[src/rtl/log_reader_req_arb.sv]
`timescale 1ns/1ps
// log_reader_req_arb: round-robin arbiter and sequencer that shares one log
// reader between NUM_REQ requesters. It accepts one log-range request at a
// time, issues it to the reader, and steers the resulting entry stream to the
// granted requester's sink until the last beat is accepted.
//
// Optional feature: define LOG_READER_ARB_WDOG_EN to enable a stall watchdog
// in STREAM (limit WDOG_CYCLES). Without it, wdog_err is tied low and STREAM
// waits indefinitely for the last beat.
module log_reader_req_arb #(
  parameter int NUM_REQ     = 2,
  parameter int IDX_W       = 32,
  parameter int DATA_W      = 512,
  parameter int WDOG_CYCLES = 4096
) (
  input  logic                           clk,
  input  logic                           rst,
  // requester side
  input  logic [NUM_REQ-1:0]             req_val,
  input  logic [NUM_REQ*IDX_W-1:0]       req_start_idx,
  input  logic [NUM_REQ*IDX_W-1:0]       req_end_idx,
  output logic [NUM_REQ-1:0]             req_rdy,
  // reader request port
  output logic                           arb_reader_req_val,
  output logic [IDX_W-1:0]               arb_reader_req_start_idx,
  output logic [IDX_W-1:0]               arb_reader_req_end_idx,
  input  logic                           reader_arb_req_rdy,
  // reader stream port
  input  logic                           reader_arb_data_val,
  input  logic [DATA_W-1:0]              reader_arb_data,
  input  logic                           reader_arb_data_last,
  output logic                           arb_reader_data_rdy,
  // sink side
  output logic [NUM_REQ-1:0]             arb_dst_data_val,
  output logic [DATA_W-1:0]              arb_dst_data,
  output logic                           arb_dst_data_last,
  input  logic [NUM_REQ-1:0]             dst_arb_data_rdy,
  // status
  output logic                           busy,
  output logic [$clog2(NUM_REQ)-1:0]     grant_idx,
  output logic                           wdog_err
);

  localparam int GNT_W = $clog2(NUM_REQ);

  // Elaboration-time sanity checks on the configuration.
  if (NUM_REQ < 2) begin : g_bad_num_req
    $error("log_reader_req_arb: NUM_REQ must be at least 2");
  end
  if (WDOG_CYCLES < 1) begin : g_bad_wdog_cycles
    $error("log_reader_req_arb: WDOG_CYCLES must be at least 1");
  end

  typedef enum logic [1:0] {
    ST_IDLE   = 2'd0,
    ST_ISSUE  = 2'd1,
    ST_STREAM = 2'd2
  } state_e;

  state_e             state_q,     state_d;
  logic [GNT_W-1:0]   rr_ptr_q,    rr_ptr_d;
  logic [GNT_W-1:0]   grant_q,     grant_d;
  logic [IDX_W-1:0]   start_idx_q, start_idx_d;
  logic [IDX_W-1:0]   end_idx_q,   end_idx_d;

  logic [IDX_W-1:0]   start_arr [NUM_REQ];
  logic [IDX_W-1:0]   end_arr   [NUM_REQ];

  logic               arb_found;
  logic [GNT_W-1:0]   arb_winner;
  logic [GNT_W-1:0]   arb_cand;

  logic               stream_hs;
  logic               wdog_trip;

  // Unpack the per-requester index buses into arrays for clean indexing.
  for (genvar gi = 0; gi < NUM_REQ; gi++) begin : g_unpack
    assign start_arr[gi] = req_start_idx[gi*IDX_W +: IDX_W];
    assign end_arr[gi]   = req_end_idx[gi*IDX_W +: IDX_W];
  end

  // Increment a requester index with wrap at NUM_REQ (works for non-power-of-2).
  function automatic logic [GNT_W-1:0] wrap_inc(input logic [GNT_W-1:0] p);
    if (p == GNT_W'(NUM_REQ - 1)) begin
      return '0;
    end
    return p + GNT_W'(1);
  endfunction

  // A beat moves only while streaming and the granted sink is ready.
  assign stream_hs = (state_q == ST_STREAM) && reader_arb_data_val
                     && dst_arb_data_rdy[grant_q];

  // Round-robin search: first valid requester at or above rr_ptr, with wrap.
  always_comb begin
    // NOTE: every variable written here gets a default first, so no path can
    // leave it unassigned and infer a latch.
    arb_found  = 1'b0;
    arb_winner = rr_ptr_q;
    arb_cand   = rr_ptr_q;
    for (int k = 0; k < NUM_REQ; k++) begin
      if (!arb_found && req_val[arb_cand]) begin
        arb_found  = 1'b1;
        arb_winner = arb_cand;
      end
      arb_cand = wrap_inc(arb_cand);
    end
  end

  // Next-state and handshake outputs for the IDLE/ISSUE/STREAM sequencer.
  always_comb begin
    state_d             = state_q;
    rr_ptr_d            = rr_ptr_q;
    grant_d             = grant_q;
    start_idx_d         = start_idx_q;
    end_idx_d           = end_idx_q;
    req_rdy             = '0;
    arb_dst_data_val    = '0;
    arb_reader_data_rdy = 1'b0;

    unique case (state_q)
      ST_IDLE: begin
        // Accept is suppressed during reset so a requester never sees its
        // request taken on a cycle whose effects are about to be discarded.
        if (arb_found && !rst) begin
          req_rdy[arb_winner] = 1'b1;
          start_idx_d         = start_arr[arb_winner];
          end_idx_d           = end_arr[arb_winner];
          grant_d             = arb_winner;
          if (start_arr[arb_winner] != end_arr[arb_winner]) begin
            state_d = ST_ISSUE;
          end else begin
            // Zero-length range: nothing to read, just move the pointer on.
            rr_ptr_d = wrap_inc(arb_winner);
          end
        end
      end

      ST_ISSUE: begin
        if (reader_arb_req_rdy) begin
          state_d = ST_STREAM;
        end
      end

      ST_STREAM: begin
        arb_dst_data_val[grant_q] = reader_arb_data_val;
        arb_reader_data_rdy       = dst_arb_data_rdy[grant_q];
        if (stream_hs && reader_arb_data_last) begin
          state_d  = ST_IDLE;
          rr_ptr_d = wrap_inc(grant_q);
        end else if (wdog_trip) begin
          state_d  = ST_IDLE;
          rr_ptr_d = wrap_inc(grant_q);
        end
      end

      default: begin
        state_d = ST_IDLE;
      end
    endcase
  end

  // Sequencer state, round-robin pointer, grant and latched indices.
  always_ff @(posedge clk) begin
    // NOTE: state flops use non-blocking assignments so every flop samples
    // the pre-edge values regardless of statement order.
    if (rst) begin
      state_q     <= ST_IDLE;
      rr_ptr_q    <= '0;
      grant_q     <= '0;
      start_idx_q <= '0;
      end_idx_q   <= '0;
    end else begin
      state_q     <= state_d;
      rr_ptr_q    <= rr_ptr_d;
      grant_q     <= grant_d;
      start_idx_q <= start_idx_d;
      end_idx_q   <= end_idx_d;
    end
  end

`ifdef LOG_READER_ARB_WDOG_EN
  localparam int WDOG_W = $clog2(WDOG_CYCLES + 1);

  logic [WDOG_W-1:0] wdog_cnt_q, wdog_cnt_d;
  logic              wdog_err_q, wdog_err_d;

  // Stall counter: cleared on STREAM entry and on every beat, trips at the limit.
  always_comb begin
    wdog_cnt_d = wdog_cnt_q;
    wdog_err_d = wdog_err_q;
    wdog_trip  = 1'b0;
    if (state_q == ST_ISSUE) begin
      wdog_cnt_d = '0;
    end else if (state_q == ST_STREAM) begin
      if (stream_hs) begin
        wdog_cnt_d = '0;
      end else if (wdog_cnt_q == WDOG_W'(WDOG_CYCLES - 1)) begin
        wdog_trip  = 1'b1;
        wdog_err_d = 1'b1;
        wdog_cnt_d = '0;
      end else begin
        wdog_cnt_d = wdog_cnt_q + WDOG_W'(1);
      end
    end
  end

  // Watchdog counter and sticky error flag.
  always_ff @(posedge clk) begin
    if (rst) begin
      wdog_cnt_q <= '0;
      wdog_err_q <= 1'b0;
    end else begin
      wdog_cnt_q <= wdog_cnt_d;
      wdog_err_q <= wdog_err_d;
    end
  end

  assign wdog_err = wdog_err_q;
`else
  assign wdog_trip = 1'b0;
  assign wdog_err  = 1'b0;
`endif

  // Request port, stream passthrough and status.
  assign arb_reader_req_val       = (state_q == ST_ISSUE);
  assign arb_reader_req_start_idx = start_idx_q;
  assign arb_reader_req_end_idx   = end_idx_q;
  assign arb_dst_data             = reader_arb_data;
  assign arb_dst_data_last        = reader_arb_data_last;
  assign busy                     = (state_q != ST_IDLE);
  assign grant_idx                = grant_q;

endmodule

[config.mk]
export PLATFORM = sky130hd
export DESIGN_NAME = log_reader_req_arb
export DESIGN_NICKNAME = d
export VERILOG_FILES = /design/src/rtl/log_reader_req_arb.sv
export SDC_FILE = /design/constraint.sdc
export NUM_CORES = 1
export LEC_CHECK = 0
export CORE_AREA = 3 3 485 487
export CTS_CLUSTER_DIAMETER = 150
export CTS_CLUSTER_SIZE = 28
export DETAILED_ROUTE_END_ITERATION = 10
export DIE_AREA = 0 0 488 490
export SLEW_MARGIN = 20
export SYNTH_ARGS = -nofsm -noshare
export SYNTH_HDL_FRONTEND = slang
export SYNTH_SLANG_ARGS = --single-unit
[constraint.sdc]
create_clock -name clk -period 3.62 [get_ports clk]
set_clock_uncertainty 0.15 [all_clocks]
set_input_delay 0.362 -clock clk [delete_from_list [all_inputs] [get_ports clk]]
set_output_delay 0.362 -clock clk [all_outputs]
set_load 0.02 [all_outputs]
; After elaboration in Yosys (flattened, before gate mapping)
; Index checks and enable logic that the tools add are counted.
[classes]
add_sub_neg = 3
mul = 0
div = 0
order_cmp = 7
eq_ne = 8
n_shift = 0
muxes = 46
bitwise_logic = 2
reduce_logical = 15
[op_table]
columns = cell, count
row1 = 32-bit 2-to-1 mux, 6
row2 = 32-bit inequality test, 1
row3 = 1-bit 2-to-1 mux, 29
row4 = 2-bit 2-to-1 mux, 7
row5 = "1-bit by 2-bit < comparator with 1-bit output, second input constant", 4
row6 = 4-bit AND reduction, 2
row7 = 1-bit logical AND, 7
row8 = "2-bit inequality test, second input constant", 3
row9 = 2-bit case mux with 3 select lines, 1
row10 = "2-bit by 1-bit inequality test with 1-bit output, second input constant", 2
row11 = 2-bit nonzero test, 2
row12 = "1-bit adder, second input constant", 3
row13 = 2-bit AND, 1
row14 = 1-bit demux with 1-bit select, 2
row15 = "2-bit by 1-bit == test with 1-bit output, second input constant", 1
row16 = "2-bit == test, second input constant", 1
row17 = "1-bit greater-or-equal comparator, second input constant", 2
row18 = "2-bit greater-or-equal comparator, second input constant", 1
row19 = 1-bit logical NOT, 2
row20 = 2-bit logical NOT, 1
row21 = 1-bit NOT with 2-bit output, 1
row22 = 1-bit case mux with 2 select lines, 1
row23 = 2-bit AND reduction, 1
[totals]
reg_bits = 68
latch_bits = 0
ramBits = 0
mem_bits_ro = 0
inputBits = 649
out_inout_bits = 586
wordCells = 86
mem_count = 0

; Depth between registers and ports, before layout
; Gate-level depths: netlist of the first run.
[logic_depth]
depth_word = 18
ltp_mapped = 9
depth_no_buf = 7

; Worst setup path after synthesis of the first run
; No wires, ideal clock.
[synth_path]
path_type = input -> output
startpoint = in rst
endpoint = out req_rdy[1]
arrival_time_ps = 1634
t_required_ps = 3108
path_slack_ps = 1474
cell_stages = 6
cell_sequence = o21bai_1 > or3_1 > clkbuf_1 > clkbuf_1 > clkbuf_1 > nor2_1
[synth_between]
elab_chain_cells = 4
[synth_lines]
columns = item, line_no
row1 = "start, declared", 17  ; input logic rst,
row2 = 1-bit logical NOT, 125  ; if (arb_found && !rst) begin
row3 = 1-bit logical AND, 125
row4 = 2-bit 2-to-1 mux, 125
row5 = 2-bit 2-to-1 mux, 121  ; unique case (state_q)
row6 = "end, declared", 22  ; output logic [NUM_REQ-1:0] req_rdy,
; Every way passes these cells.

; Worst setup path after layout of the first run
[layout_path]
startpoint = in req_end_idx[33]
endpoint = reg state_q[0]
[layout_between]
elab_chain_cells = 6
[layout_lines]
columns = item, line_no
row1 = "start, declared", 21  ; input logic [NUM_REQ*IDX_W-1:0] req_end_idx,
row2 = 32-bit 2-to-1 mux (not written as such) (3 in a row), 130  ; if (start_arr[arb_winner] != end_arr[arb_winner]) begin
row3 = 32-bit inequality test, 130
row4 = 2-bit inequality test (no line), n/a
row5 = 4-bit AND reduction (no line), n/a
row6 = "end signal, assigned", 174  ; state_q <= state_d;
row7 = "end, declared", 60  ; state_e state_q, state_d;
; Every way passes these cells. The select of a mux whose other input is x is not followed.
; A chain may end at the register's enable or synchronous reset.

==> results of run 1 <==
-- routing by layer --
metal | wire, µm | GRT usage, % | vias to the layer above
met5 | 294 | 0 | -
met4 | 8419 | 5.969 | 44
met3 | 43640 | 16.24 | 412
met2 | 58650 | 16.77 | 802
met1 | 16290 | 3.728 | 2212
li1 | - | - | 1916
-- final timing paths --
| check | start | to | depth (start not counted) |
|---|---|---|---|
| max reg2reg | rr_ptr_q | state_q[0] | 5 |
| min reg2reg | arb_reader_req_end_idx[10] | arb_reader_req_end_idx[10] | 2 |
| min | arb_reader_req_end_idx[10] | arb_reader_req_end_idx[10] | 2 |
| max | req_end_idx[33] | state_q[0] | 7 |
-- per-stage QoR --
| step | TNS [ps] | power (µW) | util (%) | hold slack, ps | instance area, µm² |
|---|---|---|---|---|---|
| floorplan | 0 | 2079 | - | 315.9 | 7720 |
| global placement | -262.4 | 1990 | 4.179 | 320.9 | 9691 |
| detailed placement | 0 | 2004 | 4.197 | 324.7 | 9732 |
| CTS | 0 | 3115 | 4.329 | 338.8 | 10040 |
| global route | 0 | 3117 | 4.338 | 355.3 | 10060 |
| finish | 0 | 2976 | 4.351 | 338.0 | 10090 |
-- kinds of logic after synthesis --
group / after synthesis / share of synthesized area (%)
buffers and inverters: 550 / 52.09
AND/OR/NAND/NOR: 107 / 9.271
AO/OA/AOI/OAI: 85 / 6.046
flip-flops: 68 / 17.63
multiplexers: 63 / 8.217
XOR/XNOR: 59 / 6.694
other: 1 / 0.04858
-- synth_stat cells --
master / instances / area share [%]
buf_6: 2 / 0.29
nand3b_1: 65 / 6.3
clkbuf_1: 17 / 0.83
mux2i_2: 1 / 0.18
buf_1: 4 / 0.19
o21ai_0: 2 / 0.13
inv_1: 4 / 0.19
nor2b_1: 3 / 0.24
a21oi_1: 4 / 0.26
a41oi_1: 1 / 0.11
buf_4: 515 / 50
nor2b_2: 1 / 0.11
a211oi_1: 1 / 0.097
o22ai_1: 1 / 0.081
conb_1: 1 / 0.049
dfxtp_1: 68 / 18
or3_1: 1 / 0.081
nand3_1: 2 / 0.13
xor2_1: 34 / 3.9
buf_2: 7 / 0.45
nor2_1: 15 / 0.73
nand4_1: 6 / 0.49
nor4_1: 8 / 0.65
a211o_1: 1 / 0.11
inv_2: 1 / 0.049
nor4_2: 1 / 0.16
nand2_1: 1 / 0.049
a22oi_1: 1 / 0.097
a221oi_1: 1 / 0.11
o21a_1: 1 / 0.097
xnor2_1: 25 / 2.8
mux2i_1: 62 / 8.0
a21o_1: 1 / 0.097
a31oi_1: 3 / 0.24
nand2b_1: 3 / 0.24
a31o_1: 1 / 0.11
o21bai_1: 1 / 0.097
nor3_1: 1 / 0.065
o21ai_1: 64 / 4.1
o21ba_1: 1 / 0.13
a2111oi_0: 1 / 0.11
-- layout make-up --
class / count / area, µm² / share of cell area (%)
clock inverters: 7 / 81.33 / 0.8062
clock buffers: 9 / 225.2 / 2.232
flip-flops and latches: 68 / 1361 / 13.49
diodes: 20 / 50.05 / 0.4961
well taps: 3043 / 3807 / 37.74
inverters: 5 / 18.77 / 0.1860
multi-input cells: 315 / 2384 / 23.63
repair buffers: 217 / 2161 / 21.42
-- cell usage in the layout (no fill, tap or decap), types with 3 or more instances in the layout --
cell type / instances
clkdlybuf4s50_1: 207
dfxtp_1: 68
nand3b_1: 65
o21ai_1: 64
mux2i_1: 62
xor2_1: 31
xnor2_1: 24
diode_2: 20
nor2_1: 15
clkbuf_16: 9
nor4_1: 8
buf_4: 7
nand4_1: 6
inv_1: 4
nor2b_1: 3
nand2b_1: 3
a21oi_1: 3
xor2_2: 3
a31oi_1: 3
inv_6: 3
-- worst min-delay path, stage by stage (launching register included) --
cell      delay (ps)
dfxtp_1          310
nand3b_1          70
o21ai_1           60
-- flip-flops by register name, indices dropped and copies added, names as in the netlist --
register	flops
arb_reader_req_end_idx	32
arb_reader_req_start_idx	32
state_q	2
grant_idx	1
rr_ptr_q	1
-- power breakdown --
group	internal [µW]	switching, µW
clock network	546	511
registers	834	51.8
logic	411	622
==> results by group, run 1 <==
GRT
  – Antenna violations before repair: 59
  – Tot GR Track Use: 10.23%
  – Total gr overflow: 0
  – Vias in the first global route: 5243
  – Largest net degree at the start of global routing: ~130
  – First-pass GRT wire length: approximately 140 mm

Die
  – Io pins: between 1000 and 1500
  – Die Ht: 490 µm
  – Initial Util: 3.329%
  – Die footprint: 0.2391 mm²
  – Area of the core: 0.2319 mm²
  – Chip width: 488 µm
  – # rows: 177

Clock tree
  – TritonCTS Buffers: 9
  – CTS Hold Buffers Added: 0
  – # resized after CTS: 0
  – CTS tree: yes
  – Clk sinks: 68
  – Post-CTS Setup Bufs: 0
  – CTS H-Tree Depth: 3
  – CTS root buffer: clkbuf_16
  – CTS Buffer Depth: 2
  – Clk pin slew, worst setup/hold paths: roughly 70 ps
  – Clock Latency Late Sink: 380 ps

Critical path
  – Reg2reg setup slack: approximately 1100 ps
  – Crit end category: flop
  – CP peak stage delay: 700 ps
  – Slowest CP cell: nor4_1
  – CP bufs+invs: 1
  – Setup CP Type: input pin to flop
  – Crit-path max FO: 2
  – Cell mode on critical path: a31oi_1
  – Crit path arrival time: 3050 ps
  – Required time of the worst setup path: ~3800 ps
  – Crit path cell chain: clkdlybuf4s50_1 -> xor2_2 -> nor4_1 -> a31oi_1 -> nor4_2 -> a31oi_1 -> o21ba_1
  – Critical Path Start Type: input pin
  – Top delay family on crit path: simple AND/OR/NAND/NOR gates

Logic synthesis
  – Avg Inst Size Synth: 8.274 µm²
  – Cell count after synthesis: 933
  – Post-Syn Area: 0.007720 mm²
  – Synth cell types: 41
  – Sequential share of the synthesized area: 17.63%
  – Flop and latch count out of synthesis: 68
  – Yosys synthesis warning count: 0
  – Syn nets: 1582

Timing
  – Final Critical Period: between 2000 and 3000 ps
  – Worst slew pin tran: between 800 and 900 ps
  – Unrepaired setup endpoints after global routing: no
  – Final-report hold violation count: 0
  – Worst rel slew slack: 42.37%
  – # setup viols final: 0
  – Max-slew violation count: 0
  – Fmax: 341.6 MHz
  – Final period utilization: between 80% and 90%
  – Final setup margin: ~690 ps

Place
  – DP HPWL: 119.8 mm
  – Pre-CTS setup slack: between 60 and 70 ps
  – Port bufs: approximately 210
  – Placed insts: roughly 3600
  – Gp weighted congestion: 0.8155

Layout
  – Final Net Count: 1265
  – Fill count: 27320
  – Final Non-Filler Cells: 3684
  – Layout cells sized above 1: 5.958%
  – Area Growth Syn to Fin: 30.68%

Route
  – WL final: 127.3 mm
  – Total number of vias: about 5400
  – Remaining DRCs: 0
  – 1st-pass router iterations: 7
  – Via density: 1.462
  – DR iter-0 viols: 436
  – Final ANT Viol Nets: 0
  – WL/cell: 34.56 µm

Hold path
  – HP Class: flop to flop

Job
  – MaxCap Viol Count: 0

Power
  – Peak supply drop: 0.0002391 V
  – Pwr dens: about 300 mW/mm²
  – Pleak: 0.002333 µW

Status
  – Status: complete, no violations
No activity file was read; power rests on OpenSTA's default activity.
==> run 2: changes to the inputs <==
- CORE_AREA: 3 3 485 487 -> 3 3 484 486
- DIE_AREA: 0 0 488 490 -> 0 0 487 489
- clock period: 3.62 -> 2.5 ns (I/O delays scaled with it)
==> run 2 against run 1 <==
  * Non-clock buffer count grew 40
  * Register-to-register slack worse by 870 ps
  * Clock power rose by 32%
  * Largest power group is now combinational cells
  * Via count rose by 2.7%
  * Die area is 0.41% lower
  * Critical path depth up 1
  * Core utilization increased by 0.16 points
  * Sequential power increased by 44%
==> results by group, run 2 (synthesized netlist as in run 1, its figures left out) <==
Status
  – Status: complete, no violations

GRT
  – Largest net degree at the start of global routing: 70
  – Tot GR Track Use: 9.826%
  – Total gr overflow: 0
  – Antenna violations before repair: 49
  – First-pass GRT wire length: ~130 mm
  – Vias in the first global route: 5428

Place
  – Gp weighted congestion: 0.8320
  – DP HPWL: roughly 120 mm
  – Pre-CTS setup slack: -799.7 ps
  – Port bufs: between 200 and 250

Layout
  – Most common cell after layout, fill and taps aside: clkdlybuf4s50_1
  – Commonest non-fill, non-tap cells in the layout: clkdlybuf4s50_1, dfxtp_1, nand3b_1
  – Final Net Count: 1305
  – Sequential Area: 0.001361 mm²
  – End-of-flow core utilization: approximately 4.5%
  – Multi-input gate area: 0.002427 mm²
  – Area Growth Syn to Fin: 34.47%
  – Layout cells sized above 1: between 10% and 20%
  – Fill count: 27140

Clock tree
  – CTS H-Tree Depth: 3
  – Clock Latency Late Sink: roughly 380 ps
  – Clk sinks: 68
  – TritonCTS Buffers: 9
  – CTS tree: yes
  – Clk pin slew, worst setup/hold paths: 70 ps
  – CTS Hold Buffers Added: 0
  – CTS Buffer Depth: 2
  – Post-CTS Setup Bufs: 0
  – CTS root buffer: clkbuf_16

Critical path
  – Crit path arrival time: 2510 ps
  – Setup CP Type: input pin to flop
  – Critical Path Start Type: input pin
  – Cell mode on critical path: buf_4
  – Crit end category: flop
  – Top delay family on crit path: buffers and inverters
  – CP peak stage delay: ~580 ps
  – CP bufs+invs: 4
  – Crit-path max FO: 25
  – Required time of the worst setup path: 2610 ps
  – Crit path cell chain: clkdlybuf4s50_1 -> nor2b_2 -> a21o_4 -> buf_12 -> buf_4 -> buf_4 -> mux2i_1 -> o21ai_1
  – Slowest CP cell: mux2i_1

Timing
  – # setup viols final: 0
  – Worst slew pin tran: 986.6 ps
  – Final period utilization: a little over nine tenths
  – Worst rel slew slack: 34.00%
  – Unrepaired setup endpoints after global routing: no
  – Final setup margin: 91.59 ps
  – Max-slew violation count: 0
  – Final-report hold violation count: 0
  – Hold_ws: 331.4 ps
  – Fmax: 415.2 MHz
  – Final Critical Period: ~2400 ps

Power
  – Pwr dens: between 400 and 500 mW/mm²
  – Peak supply drop: 0.0002205 V
  – Pleak: 0.002575 µW
  – Tot Pwr: 4198 µW

Route
  – Total number of vias: 5532
  – Remaining DRCs: 0
  – Final ANT Viol Nets: 0
  – WL/cell: ~33 µm
  – WL final: roughly 120 mm
  – Via density: 1.498
  – 1st-pass router iterations: 5
  – DR iter-0 viols: 325

Job
  – MaxCap Viol Count: 0

Die
  – # rows: between 150 and 200
  – Die footprint: 0.2381 mm²
  – Initial Util: 3.355%
  – Area of the core: 0.2301 mm²
  – Io pins: 1235
  – Chip width: 487 µm
  – Die Ht: 489 µm

Hold path
  – HP Class: flop to flop
==> run 2: path summary, 6_finish.rpt <==
check,start,endpoint,slack [ps],depth (start not counted)
max,req_val[1],arb_reader_req_start_idx[19],90,8
min,arb_reader_req_start_idx[21],arb_reader_req_start_idx[21],330,2
min reg2reg,arb_reader_req_start_idx[21],arb_reader_req_start_idx[21],330,2
max reg2reg,rr_ptr_q,arb_reader_req_start_idx[19],250,6
==> run 2: area by class of cell <==
| class | count | area share [%] |
|---|---|---|
| Timing Repair Buffer | 257 | 23.97 |
| Tap cell | 3026 | 36.47 |
| Antenna cell | 5 | 0.1205 |
| Sequential cell | 68 | 13.11 |
| Clock buffer | 10 | 2.302 |
| Multi-Input combinational cell | 315 | 23.38 |
| Clock inverter | 6 | 0.4580 |
| Inverter | 5 | 0.1808 |
==> run 2: worst min-delay path: stages, from the launching register on <==
cell and delay, ps:
dfxtp_1 310, nand3b_1 70, o21ai_1 60
==> run 2: power by group <==
group,total (µW),internal [µW],switching (µW),leakage [µW]
Clock,1400,708,696,0.000128
Combinational,1510,656,854,0.00188
Sequential,1280,1210,75.9,0.000564
==> run 2: routing by layer <==
layer / track usage (%) / vias up / share of wire (%)
met5: 0.02013 / - / 0.15
met4: 6.074 / 26 / 7.0
met3: 15.96 / 456 / 35
met2: 15.98 / 850 / 46
met1: 3.409 / 2227 / 12
li1: - / 1973 / -
==> run 2: timing repair <==
item                                    CTS  global route
endpoints found under the setup margin    3             1
gates resized for setup                   7             2
endpoints found under the hold margin     0             0
==> run 2: through the flow <==
| step | TNS, ps | instances | cell area [µm²] |
|---|---|---|---|
| global placement | -8125 | 3671 | 10010 |
| global route | 0 | 3690 | 10380 |
| floorplan | 0 | 933 | 7720 |
| finish | 0 | 3692 | 10380 |
| CTS | 0 | 3687 | 10360 |
| detailed placement | -7997 | 3671 | 10030 |
